$ cat config.mk
export PLATFORM = sky130hd
export DESIGN_NAME = router_port_arbiter_flat
export DESIGN_NICKNAME = d
export VERILOG_FILES = /design/src/rtl/router_port_arbiter_if.sv /design/src/rtl/router_port_arbiter.sv /design/src/flat_wrapper.sv
export SDC_FILE = /design/constraint.sdc
export NUM_CORES = 1
export LEC_CHECK = 0
export ABC_AREA = 1
export BUFFER_PORTS_ARGS = -buffer_cell sky130_fd_sc_hd__buf_2
export CAP_MARGIN = 20
export CORE_ASPECT_RATIO = 1.1
export CORE_MARGIN = 2
export CORE_UTILIZATION = 40
export CTS_CLUSTER_DIAMETER = 50
export CTS_CLUSTER_SIZE = 12
export DETAILED_ROUTE_END_ITERATION = 8
export PLACE_DENSITY = 0.69
export RECOVER_POWER = 50
export SYNTH_ARGS = -nofsm -noshare
export SYNTH_HDL_FRONTEND = slang
export SYNTH_SLANG_ARGS = --single-unit
$ cat constraint.sdc
create_clock -name clk -period 2 [get_ports clk]
set_input_delay 0.2 -clock clk [delete_from_list [all_inputs] [get_ports clk]]
set_output_delay 0.2 -clock clk [all_outputs]
set_load 0.05 [all_outputs]
$ cat src/rtl/router_port_arbiter_if.sv
// Handshake bundle between the input queues, the port arbiter and the
// downstream terminal consumer. The master side is the arbiter.
interface router_port_arbiter_if #(
  parameter int N_IN   = 4,
  parameter int PCK_SZ = 40
);
  logic [N_IN-1:0][PCK_SZ-1:0] in_data;
  logic [N_IN-1:0]             in_pndng;
  logic [N_IN-1:0]             in_pop;
  logic [PCK_SZ-1:0]           out_data;
  logic                        out_pndng;
  logic                        out_pop;

  modport master (
    input  in_data, in_pndng, out_pop,
    output in_pop, out_data, out_pndng
  );

  modport slave (
    output in_data, in_pndng, out_pop,
    input  in_pop, out_data, out_pndng
  );
endinterface

$ cat src/rtl/router_port_arbiter.sv
// Output-port scheduler: filters input heads on destination, grants one
// matching input per cycle round-robin into a one-entry output stage, and
// flags a stall when the held packet is not consumed within TIMEOUT cycles.
module router_port_arbiter #(
  parameter int N_IN    = 4,
  parameter int PCK_SZ  = 40,
  parameter int DST_MSB = 31,
  parameter int DST_LSB = 26,
  parameter int PORT_ID = 0,
  parameter int TIMEOUT = 128
) (
  input  logic                      clk,
  input  logic                      reset,
  router_port_arbiter_if.master     bus,
  output logic [$clog2(N_IN)-1:0]   last_grant,
  output logic                      stall
);

  localparam int GW    = $clog2(N_IN);
  localparam int CW    = $clog2(TIMEOUT + 1);
  localparam int DST_W = DST_MSB - DST_LSB + 1;

  typedef enum logic [1:0] {
    EMPTY   = 2'd0,
    FULL    = 2'd1,
    STALLED = 2'd2
  } state_t;

  state_t            state_q;
  logic [GW-1:0]     rr_q;
  logic [CW-1:0]     wait_cnt_q;
  logic [PCK_SZ-1:0] out_data_q;
  logic              out_pndng_q;
  logic [GW-1:0]     last_grant_q;
  logic              stall_q;

  logic [N_IN-1:0]   req;
  logic              found;
  logic [GW-1:0]     win_d;
  logic [GW-1:0]     rr_d;
  logic              load;
  logic [N_IN-1:0]   in_pop_d;

  // Destination filter, rotating priority scan from rr_q, and pop strobe.
  always_comb begin
    int unsigned idx;
    req      = '0;
    found    = 1'b0;
    win_d    = '0;
    idx      = 0;
    in_pop_d = '0;
    for (int unsigned i = 0; i < N_IN; i++) begin
      req[i] = bus.in_pndng[i] &&
               (bus.in_data[i][DST_MSB:DST_LSB] == DST_W'(PORT_ID));
    end
    for (int unsigned k = 0; k < N_IN; k++) begin
      idx = int'(rr_q) + k;
      if (idx >= N_IN) idx = idx - N_IN;
      if (!found && req[idx]) begin
        found = 1'b1;
        win_d = GW'(idx);
      end
    end
    rr_d = (win_d == GW'(N_IN - 1)) ? '0 : win_d + GW'(1);
    load = found && (state_q == EMPTY || bus.out_pop);
    if (load && reset) in_pop_d[win_d] = 1'b1;
  end

  // Output stage FSM with registered outputs and the hold watchdog.
  always_ff @(posedge clk or negedge reset) begin
    if (!reset) begin
      state_q      <= EMPTY;
      rr_q         <= '0;
      wait_cnt_q   <= '0;
      out_data_q   <= '0;
      out_pndng_q  <= 1'b0;
      last_grant_q <= '0;
      stall_q      <= 1'b0;
    end else begin
      if (load) begin
        state_q      <= FULL;
        out_data_q   <= bus.in_data[win_d];
        out_pndng_q  <= 1'b1;
        last_grant_q <= win_d;
        rr_q         <= rr_d;
        wait_cnt_q   <= '0;
        stall_q      <= 1'b0;
      end else begin
        case (state_q)
          FULL, STALLED: begin
            if (bus.out_pop) begin
              state_q     <= EMPTY;
              out_pndng_q <= 1'b0;
              stall_q     <= 1'b0;
            end else if (state_q == FULL) begin
              // Stall is raised on the same edge the count reaches TIMEOUT.
              if (wait_cnt_q != CW'(TIMEOUT)) wait_cnt_q <= wait_cnt_q + CW'(1);
              if (wait_cnt_q == CW'(TIMEOUT - 1)) begin
                state_q <= STALLED;
                stall_q <= 1'b1;
              end
            end
          end
          default: state_q <= EMPTY;
        endcase
      end
    end
  end

  assign bus.in_pop    = in_pop_d;
  assign bus.out_data  = out_data_q;
  assign bus.out_pndng = out_pndng_q;
  assign last_grant    = last_grant_q;
  assign stall         = stall_q;

endmodule

$ cat src/flat_wrapper.sv
// flat-port wrapper written by rule: the top's interface ports become plain ports
module router_port_arbiter_flat 
#(
  parameter int N_IN    = 4,
  parameter int PCK_SZ  = 40,
  parameter int DST_MSB = 31,
  parameter int DST_LSB = 26,
  parameter int PORT_ID = 0,
  parameter int TIMEOUT = 128
)
  (clk, reset, last_grant, stall, bus_in_data, bus_in_pndng, bus_out_pop, bus_in_pop, bus_out_data, bus_out_pndng);
  router_port_arbiter_if #(.N_IN(N_IN), .PCK_SZ(PCK_SZ)) bus_i ();
  input  logic clk;
  input  logic reset;
  output logic [$clog2(N_IN)-1:0] last_grant;
  output logic stall;
  input wire logic [$bits(bus_i.in_data)-1:0] bus_in_data;
  input wire logic [$bits(bus_i.in_pndng)-1:0] bus_in_pndng;
  input wire logic [$bits(bus_i.out_pop)-1:0] bus_out_pop;
  output wire logic [$bits(bus_i.in_pop)-1:0] bus_in_pop;
  output wire logic [$bits(bus_i.out_data)-1:0] bus_out_data;
  output wire logic [$bits(bus_i.out_pndng)-1:0] bus_out_pndng;
  assign bus_i.in_data = bus_in_data;
  assign bus_i.in_pndng = bus_in_pndng;
  assign bus_i.out_pop = bus_out_pop;
  assign bus_in_pop = bus_i.in_pop;
  assign bus_out_data = bus_i.out_data;
  assign bus_out_pndng = bus_i.out_pndng;
  router_port_arbiter #(.N_IN(N_IN), .PCK_SZ(PCK_SZ), .DST_MSB(DST_MSB), .DST_LSB(DST_LSB), .PORT_ID(PORT_ID), .TIMEOUT(TIMEOUT)) u_core (.clk(clk), .reset(reset), .bus(bus_i), .last_grant(last_grant), .stall(stall));
endmodule
== After elaboration in Yosys (flattened, before gate mapping) ==
Cells that the tools add are included.

* Input bits: 167
* Register bits after elaboration: 56

* Reductions and logical operators: 30
* $lt $le $gt $ge: 10
* Equal/unequal tests: 8
* $add $sub $neg: 9
* Mux-type cells: 44

{| class="wikitable"
|+ Operators with widths
! operator !! count
|-
| $lt 32x3->1 const B || 4
|-
| $mux 32 || 4
|-
| $ge 32x3->1 const B || 3
|-
| $sub 32x3->32 const B || 3
|-
| $bmux 40 s2 || 1
|-
| $mux 40 || 1
|-
| $mux 8 || 5
|-
| $logic_not 6->1 || 4
|-
| $mux 2 || 10
|-
| $mux 1 || 17
|-
| $logic_and 1x1->1 || 10
|-
| $add 8x1->8 const B || 1
|-
| $bmux 1 s2 || 4
|-
| $eq 8x7->1 const B || 1
|-
| $ne 4x2->1 const B || 2
|-
| $ne 8x8->1 const B || 1
|-
| $reduce_bool 2->1 || 4
|-
| $add 2x2->3 const B || 2
|-
| $reduce_bool 3->1 || 2
|-
| $eq 2x2->1 const B || 2
|-
| $mux 4 || 1
|-
| $reduce_and 2->1 || 2
|-
| $reduce_and 4->1 || 1
|-
| $sub 2x3->4 const B || 1
|-
| 13 further kinds || 15
|}

== Logic depth before layout (Yosys ltp) ==
* Depth after elaboration: 19
* Gate-level depth with buffers: 17
* Depth with buffers taken out: 16

== Worst setup path after synthesis ==
OpenSTA, ideal clock, no wires.

* Path type: register to output
* From: register u_core.rr_q[0]
* To: output port bus_in_pop[0]
* Stages on the path, launching flop included: 15
* Buffers on the path: 2
* Path slack: -0.540 ns
* Arrival: 2.340 ns
* Path through: dfrtp_1 buf_6 inv_2 nand3_1 nand2_1 nand2_1 nand2_2 nor2_4 nand3_1 nand2_1 nor2_4 buf_6 ha_1 inv_1 nor2_1

* Longest elaborated chain between the ends: 19

{| class="wikitable"
|+ RTL lines
! what !! line !! source
|-
| start, declared || router_port_arbiter.sv:30 || <nowiki>logic [GW-1:0] rr_q;</nowiki>
|-
| start signal, assigned || router_port_arbiter.sv:85 || <nowiki>rr_q <= rr_d;</nowiki>
|-
| parallel branches: the longest is 18 deep, another holds $sub 32x3->32 || - ||
|-
| $mux 4 (*) || router_port_arbiter.sv:66 || <nowiki>if (load && reset) in_pop_d[win_d] = 1'b1;</nowiki>
|-
| end, declared || flat_wrapper.sv:20 || <nowiki>output wire logic [$bits(bus_i.in_pop)-1:0] bus_in_pop;</nowiki>
|}

Mark *: on every way between the ends. The select of a mux whose other input is x is not followed.

== Final worst setup path ==
Ends and elaborated chain as after synthesis.

==> summary.md <==
| Metric | Value |
|---|---|
| Status | finished, violations left |
| Failing checks | setup timing |
| All-layer global routing usage | 22.72% |
| Wire length after detailed routing | 14,340 um |
| Starting density of the core | 41.41% |
| RSZ-0062 raised after global routing | true |
| Synth Net Count | 908 |
| Layout cell share with drive strength beyond 1 | 38.02% |
| Routed Antenna Nets | 0 |
| Number of buffers added on ports | 214 |
| WS Path Type | flop to output pin |
| Number of hold-slack violations in the final timing report | 0 |
| Setup skew after layout | 0.008029 ns |
| Upper clock frequency limit | 423.8 MHz |
| Min Tclk post-route | 2.360 ns |
| Wire per inst | 12.71 um |
| Layout Cell Area excl Fill | 6848 sq um |
| Power share of the combinational group | 66.7% |
| Mean cell area of the mapped netlist | 6.220 sq um |
| Vias in the first global route | 5,004 |
| Number of distinct library cells after synthesis | 35 |
| Proportion of synthesized chip area in sequential cells | 30.74% |
| CP Data Required Time | 1.80 ns |
| Switch share | 52.32% |
| Delay of the slowest cell on the worst path | 0.50 ns |
| Detailed-route via count | 5,206 |
| # fillers | 1,037 |
| CP Cell Sequence | inv_4 -> nand3_2 -> nand2_2 -> nand2_2 -> nand2_4 -> nor2_4 -> nand4_1 -> inv_2 -> nor2_4 -> ha_4 -> inv_2 -> nor2_4 -> buf_6 |
| DP HPWL | 9928 um |
| WP data arrival | 2.16 ns |
| Cell with the most instances on the worst path | sky130_fd_sc_hd__nor2_4 |
| Number of instances in the synthesized netlist | 733 |
| Slew at the pin closest to its max-slew limit | 0.7387 ns |
| Clock network latency to the later pin of the worst-skew pair | 0.30 ns |
| Overflow left after global routing | 0 |
| Die width | 105.8 um |
| Flip-flop and latch count after synthesis | 56 |
| Sequential Power Share | 22.6% |
| Critical-path maximum fanout | 8 |
| Met3 routing resource usage after global routing | 4.387% |
| Peak-usage layer in the global routing report | met2 |
| TritonCTS Sinks | 56 |
| Startpoint types | flop |
| Worst slew slack as a fraction of its limit | 50.75% |
| Netlist area before placement | 4559 sq um |
| VDD IR-drop max | 673.1 uV |
| Maximum buffer depth of the clock tree | 2 |
| Number of setup violations in the final report | 41 |
| Number of nets in the final layout | 1,155 |
| Initial detailed-routing violation count | 281 |
| Root buffer cell | sky130_fd_sc_hd__clkbuf_16 |
| Met1 usage | 26.71% |
| Areal power density over the cells | 1250 nW/um^2 |
| Area of the core region | 11,010 sq um |
| Number of max-slew violations in the final report | 0 |
| Kind of end point of the critical path | output pin |
| I/O pins | 215 |
| Synthesis warning total | 0 |
| Initial antenna violation count | 1 |
| Global placement routability congestion | 0.8361 |
| Vert. Die Dim | 116.0 um |
| Pin count of the biggest net entering global routing | 57 |
| Leakage power | 4.137 nW |
| Relative area change from synthesis to final layout | 50.19% |
| Final-layout worst hold slack | 0.1038 ns |
| Max Cap Violations | 0 |
| Post-DP Area | 6065 sq um |
| Cell type of the slowest stage on the worst timing path | sky130_fd_sc_hd__dfrtp_2 |
| Global-route met2 utilization | 42.49% |
| Number of search-and-repair iterations in the first detailed-routing pass | 4 |
| Number of placement rows | 40 |
| Share of the cycle needed by the critical path after routing | 118.0% |
| Placement Setup Slack | -0.3220 ns |
| Wire length of the first global-routing pass | 22,510 um |
| Switch Pwr | 4.478 mW |
| Clock tree from TritonCTS | done |
| Path class of the lowest-slack min-delay path | primary input to async pin |
| Clock power share | 10.7% |
| Clock transition at path regs | 0.07 ns |
| Number of buffers created by CTS | 5 |
| Number of vias per cell after detailed routing | 4.611 |
| Die area | 12,270 sq um |
| H-tree depth | 2 |
| Internal power | 4.081 mW |
| DRC errors left | 0 |
| Final setup slack of the worst path | -0.3595 ns |
-- through the flow --
stage | total power [mW] | TNS, ns | utilization [%] | cells
after CTS | 8.397 | -8.959 | 59.30 | 1118
after global placement | 6.947 | -6.154 | 55.08 | 1095
after global routing | 9.147 | -14.50 | 62.19 | 1129
final | 8.559 | -8.993 | 62.19 | 1129
after floorplan | 5.715 | -0.2947 | - | 733
after detailed placement | 6.975 | -8.177 | 55.08 | 1095
-- what timing repair did --
action                     CTS  global route
buffers inserted            10             7
pin swaps                   17            13
hold endpoints to repair     0             0
gates resized for setup     38            43
hold buffers                 0             0
gates cloned                 5             3
setup endpoints to repair   48            57
-- power by group through the flow --
stage / clock (mW) / combinational (mW) / sequential [mW]
floorplan: 0 / 2.29 / 3.42
global placement: 0 / 5.02 / 1.93
detailed placement: 0 / 5.05 / 1.93
CTS: 0.941 / 5.53 / 1.93
global route: 0.990 / 6.16 / 2.00
finish: 0.915 / 5.71 / 1.94
-- worst paths after layout --
check | from | cells after the start | slack, ns | endpoint
worst max-delay path | u_core.rr_q[0] | 13 | -0.36 | bus_in_pop[0]
worst min-delay path | reset | 2 | 0.10 | u_core.bus.out_data[0]
worst max register to register | u_core.rr_q[0] | 13 | -0.25 | u_core.bus.out_data[39]
worst min register to register | u_core.bus.out_data[7] | 2 | 0.48 | u_core.bus.out_data[7]
max in group asynchronous | reset | 2 | 1.38 | u_core.rr_q[0]
min in group clk | bus_out_pop | 4 | 0.20 | u_core.stall
-- critical path: cells and delay by family, from the launching register on --
family / cells / cell delay [ns]
and+or+nand+nor: 8 / 0.84
adders and majority gates: 1 / 0.15
DFF: 1 / 0.50
buffers and inverters: 4 / 0.39
-- routing by layer --
metal / part of all wire, % / vias to the layer above
li1: - / 2676
met1: 40 / 2340
met2: 51 / 173
met3: 6.7 / 17
met4: 1.5 / 0
met5: 0 / -
-- registers in the layout (all words and copies together), names as in the netlist --
name / flops
u_core.bus.out_data: 40
u_core.wait_cnt_q: 8
u_core.last_grant: 2
u_core.rr_q: 2
u_core.state_q: 2
u_core.bus.out_pndng: 1
u_core.stall: 1
-- cell usage after synthesis --
cell type                    n  area (sq um)
sky130_fd_sc_hd__buf_12      1         20.02
sky130_fd_sc_hd__dfrtp_1    56          1401
sky130_fd_sc_hd__a21oi_1     5         25.02
sky130_fd_sc_hd__or2_0      10         62.56
sky130_fd_sc_hd__nand2_4     1         11.26
sky130_fd_sc_hd__nor3_1      9         45.04
sky130_fd_sc_hd__buf_4       5         37.54
sky130_fd_sc_hd__o22ai_1     1         6.260
sky130_fd_sc_hd__a21oi_2     1         8.760
sky130_fd_sc_hd__inv_2       4         15.01
sky130_fd_sc_hd__buf_8       2         30.03
sky130_fd_sc_hd__xor2_1      2         17.52
sky130_fd_sc_hd__buf_6      10         112.6
sky130_fd_sc_hd__xor2_2      1         16.27
sky130_fd_sc_hd__and2_1      1         6.260
sky130_fd_sc_hd__ha_1        8         100.1
sky130_fd_sc_hd__o21a_1      1         7.510
sky130_fd_sc_hd__buf_2      15         75.07
sky130_fd_sc_hd__nor4_1      2         12.51
sky130_fd_sc_hd__o21ai_0     2         10.01
sky130_fd_sc_hd__nor2_4      2         22.52
sky130_fd_sc_hd__a21o_1      1         7.510
sky130_fd_sc_hd__nand2_1   238         893.4
sky130_fd_sc_hd__nand3_1   124         620.6
sky130_fd_sc_hd__inv_1     172         645.6
sky130_fd_sc_hd__nor3_2      1         10.01
sky130_fd_sc_hd__nor2_1     32         120.1
sky130_fd_sc_hd__nand3_2    15         150.1
sky130_fd_sc_hd__or2_2       2         12.51
sky130_fd_sc_hd__nand4_1     2         12.51
sky130_fd_sc_hd__nor3b_1     1         7.510
sky130_fd_sc_hd__o31ai_1     1         7.510
sky130_fd_sc_hd__nand2_2     3         18.77
sky130_fd_sc_hd__nor2_2      1         6.260
sky130_fd_sc_hd__clkbuf_1    1         3.750
-- logic make-up after synthesis --
logic type                 synth area share [%]
AOI/OAI and AO/OA                         1.592
xor gates and xnor gates                 0.7411
and+or+nand+nor                           44.13
buffers and inverters                     20.61
DFF                                       30.74
adders and majority gates                 2.195
-- cell type report --
class / count / area (sq um) / area share (%)
inverters: 176 / 670.6 / 9.794
multi-input cells: 468 / 2580 / 37.68
well taps: 147 / 183.9 / 2.686
clock buffers: 5 / 125.1 / 1.827
clock inverters: 3 / 26.28 / 0.3837
flip-flops and latches: 56 / 1403 / 20.48
repair buffers: 273 / 1857 / 27.11
diodes: 1 / 2.502 / 0.03654
-- cells in the final DEF, fill, tap and decap left out, drive strengths merged, types with 6 or more instances in the layout --
cell,netlist,layout
ha,8,8
dfrtp,56,56
a21oi,6,6
inv,176,177
nand2,242,242
clkbuf,1,9
buf,33,267
or2,12,12
nor2,35,36
nand3,139,139
nor3,10,10
Note: power is estimated with default switching activity, not from simulation.
